[src/rtl/fetch_unit.sv]
// Program-counter / instruction-fetch stage for the 8-bit datapath.
// Drives a synchronous instruction memory and hands instr/pc/valid to decode with zero-bubble branches.
module fetch_unit #(
  parameter int PC_W      = 10,
  parameter int INSTR_W   = 9,
  parameter int LUT_DEPTH = 32,
  localparam int IDX_W    = $clog2(LUT_DEPTH)
) (
  input  logic               clk,
  input  logic               rst_n,
  input  logic               start,
  input  logic               stall_i,
  input  logic               branch_taken,
  input  logic               br_rel,
  input  logic [IDX_W-1:0]   br_idx,
  input  logic               halt_i,
  input  logic               lut_we,
  input  logic [IDX_W-1:0]   lut_waddr,
  input  logic [PC_W-1:0]    lut_wdata,
  output logic [PC_W-1:0]    imem_addr,
  input  logic [INSTR_W-1:0] imem_rdata,
  output logic [INSTR_W-1:0] instr_o,
  output logic [PC_W-1:0]    pc_o,
  output logic               instr_valid,
  output logic               done_o
);

  typedef enum logic [1:0] {S_IDLE, S_RUN, S_HALT} state_t;

  localparam logic [PC_W-1:0] PC_ONE = PC_W'(1);

  state_t                 state_q, state_d;
  logic [PC_W-1:0]        pc_q, pc_d;
  logic [PC_W-1:0]        pc_o_q, pc_o_d;
  logic                   vld_q, vld_d;
  logic                   done_q, done_d;
  logic [PC_W-1:0]        lut_q [LUT_DEPTH];

  logic                   accept;
  logic signed [PC_W-1:0] rel_off;
  logic [PC_W-1:0]        target;

  assign accept  = vld_q & ~stall_i;
  assign rel_off = {{(PC_W-IDX_W){br_idx[IDX_W-1]}}, br_idx};
  // Table read is combinational from the registered array, so a same-cycle write is not yet visible.
  assign target  = br_rel ? pc_o_q + rel_off : lut_q[br_idx];

  assign instr_o     = imem_rdata;
  assign pc_o        = pc_o_q;
  assign instr_valid = vld_q;
  assign done_o      = done_q;

  always_ff @(posedge clk) begin
    if (!rst_n) state_q <= S_IDLE;
    else        state_q <= state_d;
  end

  always_comb begin
    state_d = state_q;
    unique case (state_q)
      S_IDLE, S_HALT: if (start) state_d = S_RUN;
      S_RUN:          if (accept && halt_i) state_d = S_HALT;
      default:        state_d = S_IDLE;
    endcase
  end

  always_comb begin
    imem_addr = '0;
    pc_d      = pc_q;
    pc_o_d    = pc_o_q;
    vld_d     = vld_q;
    done_d    = done_q;
    unique case (state_q)
      S_IDLE, S_HALT: begin
        if (start) begin
          pc_d   = PC_ONE;
          pc_o_d = '0;
          vld_d  = 1'b1;
          done_d = 1'b0;
        end else if (state_q == S_HALT) begin
          imem_addr = pc_o_q;
        end
      end
      S_RUN: begin
        if (!accept) begin
          imem_addr = pc_o_q;
        end else if (halt_i) begin
          imem_addr = pc_o_q;
          vld_d     = 1'b0;
          done_d    = 1'b1;
        end else if (branch_taken) begin
          imem_addr = target;
          pc_d      = target + PC_ONE;
          pc_o_d    = target;
        end else begin
          imem_addr = pc_q;
          pc_d      = pc_q + PC_ONE;
          pc_o_d    = pc_q;
        end
      end
      default: ;
    endcase
  end

  always_ff @(posedge clk) begin
    if (!rst_n) begin
      pc_q   <= '0;
      pc_o_q <= '0;
      vld_q  <= 1'b0;
      done_q <= 1'b0;
    end else begin
      pc_q   <= pc_d;
      pc_o_q <= pc_o_d;
      vld_q  <= vld_d;
      done_q <= done_d;
    end
  end

  always_ff @(posedge clk) begin
    if (!rst_n) begin
      for (int i = 0; i < LUT_DEPTH; i++) lut_q[i] <= '0;
    end else if (lut_we) begin
      lut_q[lut_waddr] <= lut_wdata;
    end
  end

endmodule

[config.mk]
export PLATFORM = sky130hd
export DESIGN_NAME = fetch_unit
export DESIGN_NICKNAME = d
export VERILOG_FILES = /design/src/rtl/fetch_unit.sv
export SDC_FILE = /design/constraint.sdc
export NUM_CORES = 1
export LEC_CHECK = 0
export BUFFER_PORTS_ARGS = -buffer_cell sky130_fd_sc_hd__buf_2
export CORE_ASPECT_RATIO = 1.4
export CORE_MARGIN = 5
export CORE_UTILIZATION = 45
export CTS_CLUSTER_SIZE = 16
export DETAILED_ROUTE_END_ITERATION = 8
export PLACE_DENSITY = 0.65
export SLEW_MARGIN = 15
export SYNTH_ARGS = -nofsm -noshare
export SYNTH_HDL_FRONTEND = slang
export SYNTH_SLANG_ARGS = --single-unit
export TNS_END_PERCENT = 20
[constraint.sdc]
create_clock -name clk -period 3.65 [get_ports clk]
set_input_delay 0.73 -clock clk [delete_from_list [all_inputs] [get_ports clk]]
set_output_delay 0.73 -clock clk [all_outputs]
set_load 0.01 [all_outputs]
==> results.cfg, run 1 <==
[outcome]
status = complete, no violations

[global_route]
grt_pass1_wl_um = 68400
grt.overflow.total = 0
antenna_found_initial = 0
grt_pass1_vias = 10700
grtUsageTotal_pct = 22.0
grt_start_max_net_pins = 53

[logic_synthesis]
syn_nets = 1276
syn_area_per_cell_um2 = 13.7
yosysUniqueCellTypes = 65
asyncSetResetFlopFracSynth_pct = 0
yosys_warnings = 0
synth_area_mm2 = 0.0168
syn_inst = 1228
yosys_most_used_dff = edfxtp_1
synth-seq-area-share_pct = 60.0
synth-seq-cells = 344
synth-edff-count = 320

[worst_setup_path]
r2r_slack_ps = 770
slowest_delay_ps = 510
path_buf_inv = 5
crit_slowest_cell = mux4_2
crit_start = br_idx[0]
path_class = input port to primary output
startpoint_type = input port
cp.arrival_ps = 2880
reg2reg_depth = 12
path_cells = buf_16, buf_12, buf_4, mux4_2, mux2i_1, mux4_2, mux2i_4, mux2i_1, buf_4, nand2b_4, nand2_1, buf_2
worstReg2RegStart = pc_o[0]
cp_top_family = multiplexers
crit_path_end_kind = primary output
cp_max_fo = 7
critPathRequiredTime_ps = 2920
regToRegEndpoint = pc_q[8]

[die]
die-area_mm2 = 0.0414
core_area_mm2 = 0.0369
start_util_pct = 45.6
die_w_um = 173
num_rows = 83
dieHeight_um = 239
pin_count = 68

[detailed_routing]
wl_per_cell_um = 25.0
viasPerCell = 5.74
initialDrtViolationCount = 1084
routed-wl-met3_um = 2450
drtPass1Iterations = 6
wl_um = 46200
ant_nets = 0
wl_met2_um = 23200
wl_met1_um = 17900
topRoutingLayerUsed = met4
vias = 10600
drcViolationCount = 0

[min_path]
hp-start = pc_q[3]
hold_path_end = pc_q[3]
worstHoldPathCells = 2
min_path_type = register to register

[finish]
area_delta_synth_final_pct = 17.3
layout.nets = 1403
final_core_util_pct = 53.5
diodes = 0
layout_common_cells = and2_1 (329), edfxtp_1 (320), buf_4 (107)
fin_cells = 1846
mostFrequentLayoutCell = and2_1
drive_gt1_share_pct = 22.9

[timing]
slew_violations = 0
slew_headroom_pct = 26.0
timing.final.crit_share_pct = 98.9
fin_setup_tns_ps = 0
skew_ps = 16.0
finalHoldViolCount = 0
worst_slew_pin_slew_ps = 1100
min_period_ps = 3610
setup_violations = 0
fin_ws_ps = 41.6
rsz0062_at_grt = yes
clock.fmax_mhz = 277

[placed_design]
hpwl_um = 32000
dpl.cell_count = 1774
globalplace.congestion = 0.908
place_ws_ps = -198
io_buffers = 49

[power]
vdd_drop_max_mv = 0.350
leakage_nw = 7.33
p_per_area_mw_per_mm2 = 471

[clock_network]
ctsHoldBuffers = 0
cts_tree = done
numClockSinks = 344
htree_levels = 2
clkTransAtPathRegs_ps = 70
cts_root_buf = clkbuf_16
cts_buffers = 35
clock_latency_ps = 520
cts.path.max_buffers = 3

[flow_run]
cap_violations = 0
-- timing repair --
action,in CTS,in global routing
buffers inserted,0,8
cloned,1,2
endpoints found under the setup margin,10,9
resized for setup,14,27
pin swaps,0,10
-- layer usage --
metal	up-vias	GRT usage (%)
met4	0	11.2
met3	130	3.42
li1	4777	-
met2	388	38.5
met5	-	0
met1	5292	26.5
-- worst max path at each step --
stage / endpoint / cells past startpoint
global placement: imem_addr[9] / 11
global route: imem_addr[8] / 11
detailed placement: imem_addr[9] / 11
finish: imem_addr[6] / 12
CTS: imem_addr[6] / 12
floorplan: imem_addr[9] / 11
-- layout make-up --
type | instances | area (um2)
repair buffers | 175 | 1460
flip-flops and latches | 344 | 10100
well taps | 467 | 584
clock inverters | 23 | 295
clock buffers | 38 | 930
fillers | 2957 | 17100
inverters | 7 | 26.3
multi-input cells | 792 | 6350
-- registers in the layout, indices dropped and copies added, names as in the netlist --
signal,cells
instr_valid,1
state_q,2
done_o,1
pc_q,10
pc_o,10
lut_q,320
-- worst register-to-register path, stage by stage, from the launching register on --
cell and delay (ps):
dfxtp_1 340, ha_1 230, fa_2 570, a211oi_1 90
nand3_1 110, nand2_1 60, nor2_1 160, buf_4 140
ha_1 190, o21ai_0 120, nor4b_2 390, mux2i_1 260
nand3_1 100
-- power breakdown --
group	switching, W	total [W]	internal [W]
clock	0.00156	0.00384	0.00229
combinational	0.000518	0.000888	0.000370
sequential	0.0000666	0.00457	0.00450
-- synth_stat cells, types with 4 or more instances --
cell	instances	share of area, %
a31oi_1	8	0.30
nand2b_1	5	0.19
and2_1	330	12
mux4_1	23	3.6
a21oi_1	18	0.54
o21ai_0	42	1.2
nor2b_1	16	0.59
ha_1	10	0.74
a22oi_1	18	0.80
a21boi_0	5	0.22
a221oi_1	5	0.26
buf_6	4	0.27
edfxtp_1	320	57
a21o_1	7	0.31
buf_2	6	0.18
a22o_1	6	0.31
dfxtp_1	24	2.9
buf_4	17	0.76
nand3b_1	6	0.27
nand3_1	19	0.57
xnor2_1	10	0.52
clkbuf_1	51	1.1
inv_1	6	0.13
and3_1	5	0.19
mux2i_1	50	3.0
o2111ai_1	5	0.26
o21a_1	5	0.22
mux4_2	41	5.5
nor2_1	56	1.2
nor3_1	6	0.18
or3_1	4	0.15
nand2_1	46	1.0
-- cells by family after synthesis --
| group | after synthesis | share of synthesized area [%] |
|---|---|---|
| simple gates | 513 | 17.7 |
| flops | 344 | 60.0 |
| compound gates | 138 | 5.52 |
| mux | 117 | 12.3 |
| buf+inv | 92 | 3.01 |
| xor+xnor | 13 | 0.677 |
| fa+ha+maj | 11 | 0.863 |
-- stage by stage --
step                      hold slack [ps]  power [W]  area, um2
after CTS                             458    0.00931      19500
after global placement                438    0.00547      18200
final                                 455    0.00930      19700
after global routing                  495    0.00956      19700
after floorplan                       417    0.00510      16800
after detailed placement              442    0.00549      18200
(Power assumes the default switching activity.)
==> inputs of run 2 (changes only) <==
Settings changed: CORE_UTILIZATION 45 to 30, PLACE_DENSITY 0.65 to 0.49.
==> run 2 against run 1 <==
Compared with the run above:
- largest power group unchanged
- setup slack worse by 30 ps
- sequential share of layout area down 2.3 points
- critical path type unchanged
- first-iteration DRC count down 23%
==> results.cfg, run 2 (synthesis results as in run 1) <==
[finish]
mostFrequentLayoutCell = and2_1
largest_register_ffs = 320
drive_gt1_share_pct = 29.1
layout.nets = 1465
layout_common_cells = and2_1 (328), edfxtp_1 (320), buf_4 (163)
final_core_util_pct = 37.3
top_register = lut_q
area_delta_synth_final_pct = 22.7

[power]
p_switching_w = 0.00214
pwr-share-clk_pct = 39.6
switching_share_pct = 23.3
leakage_nw = 7.57
seqPwrFrac_pct = 49.6
internal_power_w = 0.00706
vdd_drop_max_mv = 0.258
pwr-share-comb_pct = 10.8
p_per_area_mw_per_mm2 = 445

[timing]
finalHoldViolCount = 0
skew_ps = 16.3
min_period_ps = 3640
fin_setup_tns_ps = 0
rsz0062_at_grt = yes
setup_violations = 0
clock.fmax_mhz = 275
slew_headroom_pct = 36.6
worst_slew_pin_slew_ps = 951
slew_violations = 0
timing.final.crit_share_pct = 99.7

[global_route]
grt_use_met1_pct = 19.0
antenna_found_initial = 1
gr-usage-met3_pct = 2.30
grt_pass1_wl_um = 75100
busiest_layer = met2
grt_start_max_net_pins = 53
grt.overflow.total = 0
grt_pass1_vias = 11100
grtUsageTotal_pct = 16.6
met2_usage_pct = 30.6

[die]
die_w_um = 210
die-area_mm2 = 0.0610
start_util_pct = 30.4
dieHeight_um = 290
core_area_mm2 = 0.0554
pin_count = 68
num_rows = 102

[flow_run]
cap_violations = 0

[detailed_routing]
viasPerCell = 4.90
ant_nets = 0
vias = 10600
initialDrtViolationCount = 831
wl_um = 51600
drcViolationCount = 0
drtPass1Iterations = 5
wl_per_cell_um = 23.8

[placed_design]
hpwl_um = 35400
globalplace.congestion = 0.812
io_buffers = 49

[clock_network]
clock_latency_ps = 520
cts_root_buf = clkbuf_16
cts_tree = done
numClockSinks = 344
ctsHoldBuffers = 0
cts.path.max_buffers = 3
cts_buffers = 36
clkTransAtPathRegs_ps = 60
htree_levels = 2

[worst_setup_path]
cp_max_fo = 7
startpoint_type = input port
critPathRequiredTime_ps = 2920
crit_path_end_kind = primary output
reg2reg_depth = 20
path_class = input port to primary output
cp.arrival_ps = 2910

[outcome]
status = complete, no violations

[min_path]
worstHoldPathCells = 2
min_path_type = register to register
==> run 2: stage by stage <==
step / power, W / hold WS, ps / instances / area, um2 / worst slack, ps
2_1_floorplan: 0.00510 / 417 / 1228 / 16800 / 146
3_3_place_gp: 0.00554 / 437 / 2076 / 18800 / -346
3_5_place_dp: 0.00555 / 443 / 2076 / 18800 / -349
4_1_cts: 0.00925 / 458 / 2159 / 20300 / -54.6
5_1_grt: 0.00950 / 473 / 2166 / 20600 / -145
6_report: 0.00920 / 457 / 2167 / 20600 / 11.4
==> run 2: what timing repair did <==
item / 4_1_cts / 5_1_grt
setup buffers: 25 / 9
cloned: 1 / 0
pin swaps: 16 / 37
resized for setup: 54 / 80
setup endpoints to repair: 10 / 14
==> run 2: path summary, 6_finish.rpt <==
| path | slack (ps) | startpoint | end |
|---|---|---|---|
| worst min register to register | 460 | pc_q[4] | pc_q[4] |
| worst max register to register | 210 | pc_o[3] | pc_q[8] |
| worst max-delay path | 10 | br_idx[1] | imem_addr[9] |
| worst min-delay path | 460 | pc_q[4] | pc_q[4] |
==> run 2: area by class of cell <==
type                            instances  area, um2
Antenna cell                            1       2.50
Clock buffer                           45        956
Clock inverter                         14        166
Fill cell                            5228      34700
Inverter                                7       26.3
Multi-Input combinational cell        792       6580
Sequential cell                       344      10100
Tap cell                              728        911
Timing Repair Buffer                  236       1920
==> run 2: power by group through the flow <==
stage,clock (W),sequential (W),combinational [W]
after floorplan,0,0.00462,0.000483
after global placement,0,0.00464,0.000899
after detailed placement,0,0.00465,0.000901
after CTS,0.00372,0.00456,0.000962
after global routing,0.00387,0.00458,0.00105
final,0.00364,0.00456,0.000996
==> run 2: layer usage <==
layer,vias up,part of all wire (%)
li1,4903,-
met1,5325,38
met2,283,53
met3,110,4.4
met4,0,4.6
met5,-,0
==> run 2: critical path: stages <==
cell	delay, ps
buf_6	140
buf_4	160
ha_4	240
a21oi_2	180
o22ai_2	120
o41ai_2	340
buf_4	180
buf_4	110
o21a_1	120
o211ai_1	120
and2_4	190
a21o_1	170
buf_6	120
==> inputs of run 3 (changes only) <==
Settings changed: BUFFER_PORTS_ARGS -buffer_cell sky130_fd_sc_hd__buf_2 to unset, CORE_UTILIZATION 30 to 40, DONT_BUFFER_PORTS set to 1, PLACE_DENSITY 0.49 to 0.58, SETUP_SLACK_MARGIN set to 0.3.
==> run 3 against run 2 <==
Compared with the run above:
- cell area decreased by 8.4%
- register-to-register slack better by 180 ps
- combinational power is 34% lower
- critical path depth down 6
- via count fell by 4.5%
- critical endpoint is now imem_addr[7]
- largest power group unchanged
- highest routed layer unchanged
==> results.cfg, run 3 (synthesis results as in run 1) <==
[outcome]
status = complete, no violations

[detailed_routing]
ant_nets = 0
wl_per_cell_um = 25.2
viasPerCell = 5.57
initialDrtViolationCount = 982
vias = 10100
wl_um = 46000
drcViolationCount = 0
drtPass1Iterations = 5

[die]
num_rows = 89
die-area_mm2 = 0.0463
pin_count = 68
start_util_pct = 40.2
core_area_mm2 = 0.0419
die_w_um = 183
dieHeight_um = 253

[clock_network]
clock_latency_ps = 530
cts_buffers = 35
cts.path.max_buffers = 3
numClockSinks = 344
cts_root_buf = clkbuf_16
htree_levels = 2
ctsHoldBuffers = 0
clkTransAtPathRegs_ps = 70
cts_tree = done

[finish]
drive_gt1_share_pct = 16.9
largest_register_ffs = 320
area_delta_synth_final_pct = 12.4
top_register = lut_q
final_core_util_pct = 45.2
layout_common_cells = and2_1 (330), edfxtp_1 (320), buf_4 (66)
layout.nets = 1297
fin_area_mm2 = 0.0189
mostFrequentLayoutCell = and2_1

[worst_setup_path]
startpoint_type = register
path_cells = mux4_1, mux2i_4, mux2i_1, o211a_1, a221oi_4, nor2_2, a21o_1
critPathRequiredTime_ps = 2920
cp_max_fo = 2
cp_top_family = multiplexers
slowest_delay_ps = 550
crit_slowest_cell = mux4_1
crit_path_end_kind = primary output
worstSetupPathDepth = 7
path_class = register to primary output
cp.arrival_ps = 2640
path_buf_inv = 0
reg2reg_depth = 17

[global_route]
grt.overflow.total = 0
antenna_found_initial = 0
grt_pass1_vias = 10300
grtUsageTotal_pct = 19.6
grt_start_max_net_pins = 99
grt_pass1_wl_um = 67700

[timing]
skew_ps = 14.0
slew_violations = 0
min_period_ps = 3370
worst_slew_pin_slew_ps = 934
timing.final.crit_share_pct = 92.4
rsz0062_at_grt = yes
fin_setup_tns_ps = 0
clock.fmax_mhz = 296
finalHoldViolCount = 0
whs_ps = 333
slew_headroom_pct = 37.1
setup_violations = 0

[min_path]
min_path_type = input port to register
worstHoldPathCells = 1

[power]
vdd_drop_max_mv = 0.239
p_per_area_mw_per_mm2 = 467
leakage_nw = 6.69

[placed_design]
io_buffers = 0
hpwl_um = 29400
post_dp_cell_area_mm2 = 0.0174
globalplace.congestion = 0.888

[flow_run]
cap_violations = 0
## run 3: cell count changes in the layout (fill, tap and decap cells not counted), sizes merged
cell	before	now
clkinv	11	16
buf	235	69
clkinvlp	0	1
clkbuf	46	41
## run 3: final timing paths
check | to | slack (ps) | start
worst min-delay path | pc_o[2] | 330 | rst_n
worst max register to register | pc_q[9] | 390 | lut_q[9][9]
worst min register to register | pc_q[4] | 480 | pc_q[4]
worst max-delay path | imem_addr[7] | 280 | lut_q[16][7]
## run 3: timing repair
action	CTS	global route
pin swaps	5	15
resized for setup	20	34
setup endpoints to repair	8	11
setup buffers	13	5
gates cloned	0	0
## run 3: where the power goes
part	switching, W	leakage [nW]	internal (W)	total [W]
Sequential	0.0000579	3.24	0.00450	0.00456
Clock	0.00150	0.555	0.00212	0.00362
Combinational	0.000354	2.89	0.000302	0.000656
## run 3: cell type report
class	instances	area, um2
inverters	7	26.3
clock inverters	20	191
well taps	546	683
flip-flops and latches	344	10100
fillers	3757	23000
multi-input cells	792	6440
repair buffers	69	529
diodes	1	2.50
clock buffers	41	941
## run 3: metal layers
| layer | share of wire (%) | global-route usage, % | up-vias |
|---|---|---|---|
| met5 | 0 | 0 | - |
| met4 | 3.8 | 7.41 | 0 |
| met3 | 7.0 | 3.83 | 95 |
| met2 | 51 | 34.1 | 380 |
| met1 | 38 | 24.1 | 5105 |
| li1 | - | - | 4564 |
## run 3: through the flow
step / instances / worst slack (ps) / power (W)
after floorplan: 1228 / 274 / 0.00511
after global placement: 1740 / 168 / 0.00523
after detailed placement: 1740 / 125 / 0.00524
after CTS: 1814 / 280 / 0.00888
after global routing: 1819 / 178 / 0.00910
final: 1820 / 276 / 0.00883
## run 3: worst reg2reg max path: stages, from the launching register on
cell,delay [ps]
edfxtp_1,370
mux4_2,560
a22oi_2,180
a211oi_1,130
a221oi_4,270
o211ai_1,170
buf_4,160
buf_4,120
buf_6,100
buf_4,120
buf_4,120
buf_4,120
buf_4,110
buf_4,120
buf_6,100
buf_6,100
and4_1,140
o31ai_2,160
